File: config.mk
export PLATFORM = sky130hd
export DESIGN_NAME = decode_stage_flat
export DESIGN_NICKNAME = d
export VERILOG_FILES = /design/src/rtl/decode_stage_if.sv /design/src/rtl/decode_stage.sv /design/src/flat_wrapper.sv
export SDC_FILE = /design/constraint.sdc
export NUM_CORES = 2
export LEC_CHECK = 0
export CAP_MARGIN = 20
export CELL_PAD_IN_SITES_DETAIL_PLACEMENT = 1
export CELL_PAD_IN_SITES_GLOBAL_PLACEMENT = 2
export CORE_MARGIN = 2
export CORE_UTILIZATION = 47
export CTS_CLUSTER_DIAMETER = 40
export CTS_CLUSTER_SIZE = 16
export DETAILED_ROUTE_END_ITERATION = 7
export PLACE_DENSITY = 0.95
export SLEW_MARGIN = 10
export SYNTH_ARGS = -nofsm -noshare
export SYNTH_HDL_FRONTEND = slang
export SYNTH_SLANG_ARGS = --single-unit
File: constraint.sdc
create_clock -name clk -period 10.8 [get_ports clk]
set_input_delay 1.62 -clock clk [delete_from_list [all_inputs] [get_ports clk]]
set_output_delay 1.62 -clock clk [all_outputs]
set_load 0.02 [all_outputs]
File: src/rtl/decode_stage_if.sv
// +--------------------------------------------------------------------------+
// | decode_stage_if : D-stage inputs, writeback port and E-stage outputs     |
// | Revision 1.0                                                             |
// +--------------------------------------------------------------------------+
`default_nettype none

interface decode_stage_if #(
   parameter int DATA_WIDTH = 32,
   parameter int PC_WIDTH   = 32,
   parameter int RF_WIDTH   = 5
);
   logic [DATA_WIDTH-1:0] instrD;
   logic [PC_WIDTH-1:0]   pcD;
   logic                  validD;
   logic [DATA_WIDTH-1:0] regDin3W;
   logic [RF_WIDTH-1:0]   regAddr3W;
   logic                  regWriteW;
   logic                  flushE;
   logic                  stallE;

   logic                  hazardD;
   logic                  validE;
   logic                  regWriteE;
   logic [1:0]            resultSelE;
   logic                  memWriteE;
   logic [1:0]            _pcSelE;
   logic [3:0]            aluCtrlE;
   logic                  aluSelE;
   logic                  branchE;
   logic [2:0]            memCtrlE;
   logic                  isMulE;
   logic [DATA_WIDTH-1:0] dout1E;
   logic [DATA_WIDTH-1:0] dout2E;
   logic [DATA_WIDTH-1:0] immExtE;
   logic [PC_WIDTH-1:0]   pcE;
   logic [RF_WIDTH-1:0]   rs1E;
   logic [RF_WIDTH-1:0]   rs2E;
   logic [RF_WIDTH-1:0]   regAddr3E;
   logic [DATA_WIDTH-1:0] a0;

   modport master (
      output instrD, pcD, validD, regDin3W, regAddr3W, regWriteW, flushE, stallE,
      input  hazardD, validE, regWriteE, resultSelE, memWriteE, _pcSelE, aluCtrlE,
             aluSelE, branchE, memCtrlE, isMulE, dout1E, dout2E, immExtE, pcE,
             rs1E, rs2E, regAddr3E, a0
   );

   modport slave (
      input  instrD, pcD, validD, regDin3W, regAddr3W, regWriteW, flushE, stallE,
      output hazardD, validE, regWriteE, resultSelE, memWriteE, _pcSelE, aluCtrlE,
             aluSelE, branchE, memCtrlE, isMulE, dout1E, dout2E, immExtE, pcE,
             rs1E, rs2E, regAddr3E, a0
   );
endinterface

`default_nettype wire

File: src/rtl/decode_stage.sv
// +--------------------------------------------------------------------------+
// | decode_stage : RV32IM decode, register file, load-use detect, D->E reg   |
// | Optional macro DECODE_BYPASS_EN: same-cycle writeback read-through.      |
// | Revision 1.0                                                             |
// +--------------------------------------------------------------------------+
`default_nettype none

module decode_stage #(
   parameter int DATA_WIDTH = 32,
   parameter int PC_WIDTH   = 32,
   parameter int RF_WIDTH   = 5
) (
   input  wire           clk,
   input  wire           rst_n,
   decode_stage_if.slave bus
);

   localparam logic [6:0] OP_R      = 7'b0110011;
   localparam logic [6:0] OP_I      = 7'b0010011;
   localparam logic [6:0] OP_LOAD   = 7'b0000011;
   localparam logic [6:0] OP_STORE  = 7'b0100011;
   localparam logic [6:0] OP_BRANCH = 7'b1100011;
   localparam logic [6:0] OP_JAL    = 7'b1101111;
   localparam logic [6:0] OP_JALR   = 7'b1100111;
   localparam logic [6:0] OP_LUI    = 7'b0110111;
   localparam logic [6:0] OP_AUIPC  = 7'b0010111;
   localparam logic [RF_WIDTH-1:0] A0_IDX = RF_WIDTH'(10);

   typedef enum logic [2:0] {IMM_I, IMM_S, IMM_B, IMM_J, IMM_U} imm_t;

   typedef struct packed {
      logic                  valid;
      logic                  reg_write;
      logic [1:0]            result_sel;
      logic                  mem_write;
      logic [1:0]            pc_sel;
      logic [3:0]            alu_ctrl;
      logic                  alu_sel;
      logic                  branch;
      logic [2:0]            mem_ctrl;
      logic                  is_mul;
      logic [DATA_WIDTH-1:0] dout1;
      logic [DATA_WIDTH-1:0] dout2;
      logic [DATA_WIDTH-1:0] imm_ext;
      logic [PC_WIDTH-1:0]   pc;
      logic [RF_WIDTH-1:0]   rs1;
      logic [RF_WIDTH-1:0]   rs2;
      logic [RF_WIDTH-1:0]   rd;
   } e_reg_t;

   logic [6:0]            opcode;
   logic [2:0]            funct3;
   logic [6:0]            funct7;
   logic [RF_WIDTH-1:0]   rs1_d;
   logic [RF_WIDTH-1:0]   rs2_d;
   logic [RF_WIDTH-1:0]   rd_d;

   logic                  reg_write_d;
   logic [1:0]            result_sel_d;
   logic                  mem_write_d;
   logic [1:0]            pc_sel_d;
   logic [3:0]            alu_ctrl_d;
   logic                  alu_sel_d;
   logic                  branch_d;
   logic [2:0]            mem_ctrl_d;
   logic                  is_mul_d;
   logic                  uses_rs2;
   imm_t                  imm_type;
   logic [31:0]           imm32;
   logic [DATA_WIDTH-1:0] imm_ext_d;

   logic [DATA_WIDTH-1:0] regs [0:(1<<RF_WIDTH)-1];
   logic [DATA_WIDTH-1:0] dout1_d;
   logic [DATA_WIDTH-1:0] dout2_d;

   logic                  hazard;
   e_reg_t                e_d;
   e_reg_t                e_q;

   assign opcode = bus.instrD[6:0];
   assign funct3 = bus.instrD[14:12];
   assign funct7 = bus.instrD[31:25];
   assign rd_d   = bus.instrD[7 +: RF_WIDTH];
   assign rs1_d  = bus.instrD[15 +: RF_WIDTH];
   assign rs2_d  = bus.instrD[20 +: RF_WIDTH];

   // resultSel: 00 ALU, 01 load data, 10 pc+4, 11 upper immediate (aluSel=0 adds pcE for auipc)
   // pcSel: 00 pc+4, 01 pc+imm (jal / branch when taken), 10 rs1+imm (jalr)
   always_comb begin
      reg_write_d  = 1'b0;
      result_sel_d = 2'b00;
      mem_write_d  = 1'b0;
      pc_sel_d     = 2'b00;
      alu_ctrl_d   = 4'b0000;
      alu_sel_d    = 1'b0;
      branch_d     = 1'b0;
      mem_ctrl_d   = 3'b000;
      is_mul_d     = 1'b0;
      uses_rs2     = 1'b0;
      imm_type     = IMM_I;
      case (opcode)
         OP_R: begin
            reg_write_d = 1'b1;
            uses_rs2    = 1'b1;
            if (funct7 == 7'b0000001) begin
               is_mul_d   = 1'b1;
               alu_ctrl_d = {1'b0, funct3};
            end else begin
               alu_ctrl_d = {funct7[5], funct3};
            end
         end
         OP_I: begin
            reg_write_d = 1'b1;
            alu_sel_d   = 1'b1;
            // bit 30 is only an opcode modifier for srai; otherwise it belongs to the immediate
            alu_ctrl_d  = {funct7[5] & (funct3 == 3'b101), funct3};
         end
         OP_LOAD: begin
            reg_write_d  = 1'b1;
            alu_sel_d    = 1'b1;
            result_sel_d = 2'b01;
            mem_ctrl_d   = funct3;
         end
         OP_STORE: begin
            mem_write_d = 1'b1;
            alu_sel_d   = 1'b1;
            mem_ctrl_d  = funct3;
            uses_rs2    = 1'b1;
            imm_type    = IMM_S;
         end
         OP_BRANCH: begin
            branch_d   = 1'b1;
            pc_sel_d   = 2'b01;
            alu_ctrl_d = 4'b1000;
            mem_ctrl_d = funct3;
            uses_rs2   = 1'b1;
            imm_type   = IMM_B;
         end
         OP_JAL: begin
            reg_write_d  = 1'b1;
            result_sel_d = 2'b10;
            pc_sel_d     = 2'b01;
            imm_type     = IMM_J;
         end
         OP_JALR: begin
            reg_write_d  = 1'b1;
            result_sel_d = 2'b10;
            pc_sel_d     = 2'b10;
            alu_sel_d    = 1'b1;
         end
         OP_LUI: begin
            reg_write_d  = 1'b1;
            result_sel_d = 2'b11;
            alu_sel_d    = 1'b1;
            imm_type     = IMM_U;
         end
         OP_AUIPC: begin
            reg_write_d  = 1'b1;
            result_sel_d = 2'b11;
            imm_type     = IMM_U;
         end
         default: ;
      endcase
   end

   always_comb begin
      imm32 = {{20{bus.instrD[31]}}, bus.instrD[31:20]};
      case (imm_type)
         IMM_S: imm32 = {{20{bus.instrD[31]}}, bus.instrD[31:25], bus.instrD[11:7]};
         IMM_B: imm32 = {{19{bus.instrD[31]}}, bus.instrD[31], bus.instrD[7],
                         bus.instrD[30:25], bus.instrD[11:8], 1'b0};
         IMM_J: imm32 = {{11{bus.instrD[31]}}, bus.instrD[31], bus.instrD[19:12],
                         bus.instrD[20], bus.instrD[30:21], 1'b0};
         IMM_U: imm32 = {bus.instrD[31:12], 12'b0};
         default: ;
      endcase
   end

   assign imm_ext_d = DATA_WIDTH'($signed(imm32));

   always_ff @(posedge clk) begin
      if (!rst_n) begin
         for (int i = 0; i < (1 << RF_WIDTH); i++) begin
            regs[i] <= '0;
         end
      end else if (bus.regWriteW && (bus.regAddr3W != '0)) begin
         regs[bus.regAddr3W] <= bus.regDin3W;
      end
   end

   always_comb begin
      dout1_d = (rs1_d == '0) ? '0 : regs[rs1_d];
      dout2_d = (rs2_d == '0) ? '0 : regs[rs2_d];
`ifdef DECODE_BYPASS_EN
      if (bus.regWriteW && (bus.regAddr3W != '0) && (bus.regAddr3W == rs1_d)) begin
         dout1_d = bus.regDin3W;
      end
      if (bus.regWriteW && (bus.regAddr3W != '0) && (bus.regAddr3W == rs2_d)) begin
         dout2_d = bus.regDin3W;
      end
`endif
   end

   assign hazard = bus.validD && e_q.valid && (e_q.result_sel == 2'b01) && (e_q.rd != '0) &&
                   ((rs1_d == e_q.rd) || (uses_rs2 && (rs2_d == e_q.rd)));

   // Control effects of an invalid slot are squashed so a non-instruction cannot write or redirect
   always_comb begin
      e_d            = '0;
      e_d.valid      = bus.validD;
      e_d.reg_write  = reg_write_d & bus.validD;
      e_d.result_sel = result_sel_d;
      e_d.mem_write  = mem_write_d & bus.validD;
      e_d.pc_sel     = bus.validD ? pc_sel_d : 2'b00;
      e_d.alu_ctrl   = alu_ctrl_d;
      e_d.alu_sel    = alu_sel_d;
      e_d.branch     = branch_d & bus.validD;
      e_d.mem_ctrl   = mem_ctrl_d;
      e_d.is_mul     = is_mul_d;
      e_d.dout1      = dout1_d;
      e_d.dout2      = dout2_d;
      e_d.imm_ext    = imm_ext_d;
      e_d.pc         = bus.pcD;
      e_d.rs1        = rs1_d;
      e_d.rs2        = rs2_d;
      e_d.rd         = rd_d;
   end

   always_ff @(posedge clk) begin
      if (!rst_n) begin
         e_q <= '0;
      end else if (!bus.stallE) begin
         if (bus.flushE || hazard) begin
            e_q <= '0;
         end else begin
            e_q <= e_d;
         end
      end
   end

   assign bus.hazardD    = hazard;
   assign bus.validE     = e_q.valid;
   assign bus.regWriteE  = e_q.reg_write;
   assign bus.resultSelE = e_q.result_sel;
   assign bus.memWriteE  = e_q.mem_write;
   assign bus._pcSelE    = e_q.pc_sel;
   assign bus.aluCtrlE   = e_q.alu_ctrl;
   assign bus.aluSelE    = e_q.alu_sel;
   assign bus.branchE    = e_q.branch;
   assign bus.memCtrlE   = e_q.mem_ctrl;
   assign bus.isMulE     = e_q.is_mul;
   assign bus.dout1E     = e_q.dout1;
   assign bus.dout2E     = e_q.dout2;
   assign bus.immExtE    = e_q.imm_ext;
   assign bus.pcE        = e_q.pc;
   assign bus.rs1E       = e_q.rs1;
   assign bus.rs2E       = e_q.rs2;
   assign bus.regAddr3E  = e_q.rd;
   assign bus.a0         = regs[A0_IDX];

endmodule

`default_nettype wire
File: src/flat_wrapper.sv
// flat-port wrapper written by rule: the top's interface ports become plain ports
module decode_stage_flat 
#(
   parameter int DATA_WIDTH = 32,
   parameter int PC_WIDTH   = 32,
   parameter int RF_WIDTH   = 5
)
  (clk, rst_n, bus_instrD, bus_pcD, bus_validD, bus_regDin3W, bus_regAddr3W, bus_regWriteW, bus_flushE, bus_stallE, bus_hazardD, bus_validE, bus_regWriteE, bus_resultSelE, bus_memWriteE, bus__pcSelE, bus_aluCtrlE, bus_aluSelE, bus_branchE, bus_memCtrlE, bus_isMulE, bus_dout1E, bus_dout2E, bus_immExtE, bus_pcE, bus_rs1E, bus_rs2E, bus_regAddr3E, bus_a0);
  decode_stage_if #(.DATA_WIDTH(DATA_WIDTH), .PC_WIDTH(PC_WIDTH), .RF_WIDTH(RF_WIDTH)) bus_i ();
  input  wire clk;
  input  wire rst_n;
  input wire logic [$bits(bus_i.instrD)-1:0] bus_instrD;
  input wire logic [$bits(bus_i.pcD)-1:0] bus_pcD;
  input wire logic [$bits(bus_i.validD)-1:0] bus_validD;
  input wire logic [$bits(bus_i.regDin3W)-1:0] bus_regDin3W;
  input wire logic [$bits(bus_i.regAddr3W)-1:0] bus_regAddr3W;
  input wire logic [$bits(bus_i.regWriteW)-1:0] bus_regWriteW;
  input wire logic [$bits(bus_i.flushE)-1:0] bus_flushE;
  input wire logic [$bits(bus_i.stallE)-1:0] bus_stallE;
  output wire logic [$bits(bus_i.hazardD)-1:0] bus_hazardD;
  output wire logic [$bits(bus_i.validE)-1:0] bus_validE;
  output wire logic [$bits(bus_i.regWriteE)-1:0] bus_regWriteE;
  output wire logic [$bits(bus_i.resultSelE)-1:0] bus_resultSelE;
  output wire logic [$bits(bus_i.memWriteE)-1:0] bus_memWriteE;
  output wire logic [$bits(bus_i._pcSelE)-1:0] bus__pcSelE;
  output wire logic [$bits(bus_i.aluCtrlE)-1:0] bus_aluCtrlE;
  output wire logic [$bits(bus_i.aluSelE)-1:0] bus_aluSelE;
  output wire logic [$bits(bus_i.branchE)-1:0] bus_branchE;
  output wire logic [$bits(bus_i.memCtrlE)-1:0] bus_memCtrlE;
  output wire logic [$bits(bus_i.isMulE)-1:0] bus_isMulE;
  output wire logic [$bits(bus_i.dout1E)-1:0] bus_dout1E;
  output wire logic [$bits(bus_i.dout2E)-1:0] bus_dout2E;
  output wire logic [$bits(bus_i.immExtE)-1:0] bus_immExtE;
  output wire logic [$bits(bus_i.pcE)-1:0] bus_pcE;
  output wire logic [$bits(bus_i.rs1E)-1:0] bus_rs1E;
  output wire logic [$bits(bus_i.rs2E)-1:0] bus_rs2E;
  output wire logic [$bits(bus_i.regAddr3E)-1:0] bus_regAddr3E;
  output wire logic [$bits(bus_i.a0)-1:0] bus_a0;
  assign bus_i.instrD = bus_instrD;
  assign bus_i.pcD = bus_pcD;
  assign bus_i.validD = bus_validD;
  assign bus_i.regDin3W = bus_regDin3W;
  assign bus_i.regAddr3W = bus_regAddr3W;
  assign bus_i.regWriteW = bus_regWriteW;
  assign bus_i.flushE = bus_flushE;
  assign bus_i.stallE = bus_stallE;
  assign bus_hazardD = bus_i.hazardD;
  assign bus_validE = bus_i.validE;
  assign bus_regWriteE = bus_i.regWriteE;
  assign bus_resultSelE = bus_i.resultSelE;
  assign bus_memWriteE = bus_i.memWriteE;
  assign bus__pcSelE = bus_i._pcSelE;
  assign bus_aluCtrlE = bus_i.aluCtrlE;
  assign bus_aluSelE = bus_i.aluSelE;
  assign bus_branchE = bus_i.branchE;
  assign bus_memCtrlE = bus_i.memCtrlE;
  assign bus_isMulE = bus_i.isMulE;
  assign bus_dout1E = bus_i.dout1E;
  assign bus_dout2E = bus_i.dout2E;
  assign bus_immExtE = bus_i.immExtE;
  assign bus_pcE = bus_i.pcE;
  assign bus_rs1E = bus_i.rs1E;
  assign bus_rs2E = bus_i.rs2E;
  assign bus_regAddr3E = bus_i.regAddr3E;
  assign bus_a0 = bus_i.a0;
  decode_stage #(.DATA_WIDTH(DATA_WIDTH), .PC_WIDTH(PC_WIDTH), .RF_WIDTH(RF_WIDTH)) u_core (.clk(clk), .rst_n(rst_n), .bus(bus_i));
endmodule
==> Word-level counts from Yosys, hierarchy flattened <==
Memories as Yosys holds them, arrays and structs flattened.
Index checks and enable logic that the tools add are counted.
{ "classes": {"n_eq_ne": 18, "reduce_logical": 20, "muxes": 25, "bitwise": 4} }
{ "ops": {"columns": ["cell", "count"], "rows": [
  ["$mux W160", 1],
  ["$pmux W31 S4", 1],
  ["$mux W32", 3],
  ["$reduce_or A32 Y1", 1],
  ["$eq A7 B6 Y1 const B", 3],
  ["$eq A7 B7 Y1 const B", 3],
  ["$eq A7 B5 Y1 const B", 2],
  ["$mux W1", 12],
  ["$pmux W3 S4", 1],
  ["$pmux W4 S3", 1],
  ["$eq A5 B5 Y1", 2],
  ["$logic_not A5 Y1", 2],
  ["$reduce_bool A5 Y1", 2],
  ["$eq A7 B1 Y1 const B", 1],
  ["$eq A7 B2 Y1 const B", 1],
  ["$reduce_or A7 Y1", 1],
  ["$eq A3 B2 Y1 const B", 2],
  ["$eq A3 B3 Y1 const B", 2],
  ["$logic_and A1 B1 Y1", 6],
  ["$pmux W2 S3", 1],
  ["$reduce_or A2 Y1", 3],
  ["$reduce_or A3 Y1", 2],
  ["$mux W5", 1],
  ["$reduce_or A5 Y1", 1],
  ["other kinds (8)", 12]
]} }
{ "word_totals": {"ff_bits": 160, "ramBits": 1024, "wordCells": 85, "memories": 1, "inputBits": 107, "out_inout_bits": 193} }
{ "memory_table": {"columns": ["name", "depth", "word_bits", "read_ports", "rd_ports_with_merged_regs", "wr", "line_no", "rtl"], "rows": [
  ["u_core.regs", 32, 32, 3, 0, 32, "decode_stage.sv:72", "logic [DATA_WIDTH-1:0] regs [0:(1<<RF_WIDTH)-1];"]
]} }

==> Longest topological paths before layout <==
{ "depth": {"word_depth": 8, "mapped_depth": 10, "depth_no_buf": 6} }

==> Worst setup path before layout <==
No wires, ideal clock.
{ "synth_timing": {"kind": "input to register", "from": "input port rst_n", "to": "memory u_core.regs[20][0] (enable)", "t_arrival_ns": 4.566, "n_path_buf": 2, "path_slack_ns": 5.768, "setup_time_ns": 0.466, "cell_stages": 6, "t_required_ns": 10.334, "cell_sequence": "buf_2 -> nand2_1 -> nor3_1 -> nand2_1 -> clkbuf_1 -> o21ai_0"} }
{ "synth_lines": {"columns": ["element", "line_no", "rtl"], "rows": [
  ["start, declared", "flat_wrapper.sv:11", "input wire rst_n;"],
  ["end, declared", "decode_stage.sv:72", null]
]} }

==> Worst setup path in the final report <==
{ "layout_timing": {"from": "input port bus_instrD[2]", "to": "output port bus_hazardD"} }
{ "layout_between": {"elab_chain_len": 6, "word_cells_on_any_way": 8, "cone_classes": "3 x eq/ne; 1 x mux; 4 x reduce/logical"} }
{ "layout_lines": {"columns": ["element", "line_no", "rtl"], "rows": [
  ["start, declared", "flat_wrapper.sv:12", "input wire logic [$bits(bus_i.instrD)-1:0] bus_instrD;"],
  ["$eq A7 B6 Y1 or $eq A7 B7 Y1 (tied branches)", "decode_stage.sv:101", "case (opcode)"],
  ["$reduce_or A3 Y1 (no source line) *", null, null],
  ["$mux W1 *", "decode_stage.sv:101", null],
  ["$logic_and A1 B1 Y1 *", "decode_stage.sv:205", "((rs1_d == e_q.rd) || (uses_rs2 && (rs2_d == e_q.rd)));"],
  ["$logic_or A1 B1 Y1 *", "decode_stage.sv:205", null],
  ["$logic_and A1 B1 Y1 *", "decode_stage.sv:204", "assign hazard = bus.validD && e_q.valid && (e_q.result_sel == 2'b01) && (e_q.rd != '0) &&"],
  ["end, declared", "flat_wrapper.sv:20", "output wire logic [$bits(bus_i.hazardD)-1:0] bus_hazardD;"]
]} }
Every way passes the cells marked *; elsewhere a longest branch is shown, timed or not.

==> metrics.log <==
[metrics] initial detailed-routing violation count: 7180
[metrics] setup total negative slack: 0 ns
[metrics] final routed DRC violation total: 0
[metrics] final core occ: 55.5%
[metrics] post-CTS setup buffers: 0
[metrics] reported net switching power: 3200 µW
[metrics] share of synthesized registers carrying an async set or reset: 0%
[metrics] kind of end point of the critical path: primary output
[metrics] Ports: 300
[metrics] count of different cell masters after synthesis: 55
[metrics] share of synthesized area occupied by flip-flops and latches: 56.6%
[metrics] total setup violations reported at the end of the flow: 0
[metrics] width of the die: 361 µm
[metrics] signed area change from the synthesized netlist to the final layout: 17.6%
[metrics] f_max: 166 MHz
[metrics] largest buffer count on any clock path: 3
[metrics] Data required, critical path: 9.18 ns
[metrics] synthesized area: 0.0600 mm²
[metrics] detailed-route via count: 44400
[metrics] core area: 0.127 mm²
[metrics] cell-internal power: 9030 µW
[metrics] hold violation total from the final report: 0
[metrics] CTS tree: yes
[metrics] sum of overflow across all layers after global routing: 0
[metrics] Reg clk slew, reported paths: 0.05 ns
[metrics] sum of routed wire length over all layers: 237000 µm
[metrics] HP Start: u_core.bus.memCtrlE[2]
[metrics] detail-routed via count per cell: 7.04
[metrics] root cell of the clock tree: clkbuf_16
[metrics] detailed-route wire length per cell: 37.6 µm
[metrics] maximum number of pins on one net before global-route repair: 121
[metrics] number of buffers inserted by hold repair at cts: 0
[metrics] Worst-Skew Late Latency: 0.80 ns
[metrics] Post-DRT Antenna Nets: 0
[metrics] starting density of the core: 47.2%
[metrics] CTS H-Tree Depth: 4
[metrics] Max Clock Skew: 0.0350 ns
[metrics] leakage power: 0.0244 µW
[metrics] run status: complete, no violations
[metrics] Clock Power Share: 44.9%
[metrics] worst setup path start: bus_instrD[2]
[metrics] # resized after CTS: 0
[metrics] Warnings, synthesis: 0
[metrics] biggest fanout along the worst timing path: 8
[metrics] areal power density over the cells: 173 mW/mm²
[metrics] portion of total power attributed to sequential cells: 44.1%
[metrics] height of the chip: 361 µm
[metrics] shortest period the worst path allows: 6.04 ns
[metrics] Clock Sinks: 1184
[metrics] number of storage elements in the synthesis netlist: 1184
[metrics] number of antenna violations at the first check in global routing: 22
[metrics] max-capacitance violation count: 0
[metrics] Placer Congestion: 0.917
[metrics] number of rows created at floorplan: 131
[metrics] post-route fraction of the period consumed by the critical path: 55.9%
[metrics] layout cells sized above 1: 21.6%
[metrics] Inserted Clock Buffers: 158
[metrics] worst setup path class: in -> out
[metrics] worst-case register-to-register setup slack: 8.19 ns
[metrics] number of instances in the synthesized netlist: 4321
[metrics] Final #Nets: 4601
[metrics] switching share of total power: 26.1%
[metrics] count of TritonRoute iterations in the first routing pass: 6
[metrics] fill count: 12100
[metrics] Slew Limit Fails: 0
[metrics] final hold slack: 0.451 ns
[metrics] data arrival at the endpoint of the critical path: 4.42 ns
[metrics] Buffers on Ports: 299
[metrics] top flip-flop cell by instance count after synthesis: edfxtp_1
[metrics] class of the tightest hold or removal check: reg -> reg
[metrics] GRT Util Overall: 35.7%
[metrics] combinational cell fraction of total power: 11.0%
[metrics] worst r2r src: u_core.bus.regAddr3E[2]
[metrics] Die ar.: 0.130 mm²
[metrics] vias in the first global route: 45900
[metrics] slew at the pin closest to its max-slew limit: 1.24 ns
[metrics] crit path launch type: primary input
[metrics] worst supply voltage drop on vdd: 0.000149 V
[metrics] normalized max-slew margin: 17.1%
[metrics] unrepaired setup endpoints after global routing: no
[metrics] Mapped Avg Cell Area: 13.9 µm²
[metrics] first-pass GRT wire length: 333000 µm
[metrics] detailed-placement wirelength estimate: 143000 µm
[metrics] EDFF count, synth: 1024
[critical path, stage by stage]
cell,delay (ns)
clkdlybuf4s50_1,0.56
nor4bb_1,0.50
nand4_1,0.19
o22ai_1,0.36
and3_1,0.48
clkdlybuf4s50_1,0.70
[cell families after synthesis]
kind of cell / share of synthesized area (%)
simple gates: 14.7
flops: 56.6
mux: 19.3
compound gates: 6.15
buf+inv: 3.16
xor+xnor: 0.146
other cells: 0.00625
[routing by layer]
| metal | vias to the layer above | track usage, % | part of all wire, % |
|---|---|---|---|
| met4 | 22 | 25.1 | 8.1 |
| met1 | 22600 | 43.3 | 33 |
| met5 | - | 0 | 0.056 |
| met2 | 3833 | 55.3 | 45 |
| met3 | 1018 | 10.1 | 13 |
| li1 | 16900 | - | - |
[synthesized netlist by cell type (all sizes together), types with 2 or more instances]
| cell type | instances | area [µm²] |
|---|---|---|
| a22oi | 68 | 510 |
| a31oi | 25 | 156 |
| clkbuf | 315 | 1180 |
| a21o | 4 | 30.0 |
| a21oi | 77 | 460 |
| buf | 130 | 699 |
| nand2 | 166 | 623 |
| and2 | 1017 | 6360 |
| nor2 | 66 | 248 |
| nor2b | 8 | 50.1 |
| nor4bb | 16 | 160 |
| dfxtp | 160 | 3200 |
| or2 | 2 | 12.5 |
| nand4b | 13 | 114 |
| o2111a | 22 | 248 |
| o21ai | 99 | 495 |
| edfxtp | 1024 | 30700 |
| or3 | 7 | 43.8 |
| nand4 | 20 | 125 |
| mux2i | 155 | 1550 |
| o32ai | 3 | 26.3 |
| mux2 | 80 | 901 |
| a22o | 76 | 666 |
| a32o | 2 | 20.0 |
| o211ai | 4 | 30.0 |
| and3 | 2 | 12.5 |
| inv | 4 | 15.0 |
| o31ai | 3 | 22.5 |
| nand3b | 9 | 67.6 |
| nor3 | 11 | 55.1 |
| or3b | 6 | 52.6 |
| nand2b | 5 | 31.3 |
| nand3 | 113 | 566 |
| mux4 | 404 | 9100 |
| xnor2 | 10 | 87.6 |
| o2111ai | 3 | 26.3 |
| o22ai | 130 | 813 |
| nor4 | 29 | 188 |
| a221oi | 18 | 158 |
| nor3b | 8 | 60.1 |
[power groups by stage]
stage	logic [µW]	registers, µW	clock network (µW)
after floorplan	731	5430	0
after global placement	1240	5430	0
after detailed placement	1280	5460	0
after CTS	1300	5370	5490
after global routing	1370	5400	5670
final	1340	5390	5490
[sequential cells by signal (all words and copies together), names as in the netlist, 2 cells and up]
signal	flops
u_core.regs	1024
u_core.bus.dout1E	32
u_core.bus.dout2E	32
u_core.bus.immExtE	32
u_core.bus.pcE	32
u_core.bus.regAddr3E	5
u_core.bus.rs1E	5
u_core.bus.rs2E	5
u_core.bus.aluCtrlE	4
u_core.bus.memCtrlE	3
u_core.bus._pcSelE	2
u_core.bus.resultSelE	2
[area by class of cell]
class	count	area (µm²)	share of cell area [%]
inverters	4	15.0	0.0213
clock buffers	190	4350	6.16
repair buffers	427	4200	5.95
diodes	13	32.5	0.0461
flip-flops and latches	1184	34000	48.1
clock inverters	102	1110	1.57
well taps	1662	2080	2.95
multi-input cells	2719	24800	35.2
[stage by stage]
step / cells / area, µm² / setup WS, ns / power (µW)
final: 6301 / 70500 / 4.76 / 12200
after global routing: 6289 / 70500 / 4.64 / 12400
after CTS: 6271 / 70200 / 4.79 / 12200
after detailed placement: 5979 / 64800 / 4.80 / 6740
after global placement: 5974 / 64700 / 4.80 / 6670
after floorplan: 4352 / 60100 / 5.77 / 6160
[layout by cell type, fill, tap and decap left out, types with 16 or more instances in the layout]
| master | instances |
|---|---|
| a22o_1 | 76 |
| clkdlybuf4s50_1 | 287 |
| nor4bb_1 | 16 |
| edfxtp_1 | 1024 |
| mux4_2 | 404 |
| nand4_1 | 20 |
| bufinv_16 | 16 |
| o21ai_1 | 17 |
| o21ai_4 | 31 |
| o22ai_1 | 130 |
| clkbuf_1 | 16 |
| buf_8 | 17 |
| o21ai_0 | 51 |
| clkinvlp_4 | 22 |
| a31oi_1 | 24 |
| o2111a_1 | 22 |
| nor2_2 | 24 |
| clkbuf_16 | 168 |
| conb_1 | 32 |
| buf_4 | 105 |
| mux2_2 | 80 |
| nor4_1 | 26 |
| a22oi_1 | 68 |
| dfxtp_1 | 160 |
| nand3_1 | 113 |
| nand2_1 | 166 |
| clkinv_2 | 16 |
| mux2i_1 | 155 |
| a21oi_1 | 57 |
| nor2_1 | 32 |
| and2_1 | 1015 |
| a221oi_1 | 18 |
| inv_6 | 20 |
| a21oi_2 | 20 |
[worst paths after layout]
path / cells past startpoint / to
max: 6 / bus_hazardD
min: 2 / u_core.bus.memCtrlE[2]
max reg2reg: 7 / u_core.bus.dout1E[0]
min reg2reg: 2 / u_core.bus.memCtrlE[2]
Power figures use the tool's default switching activity.
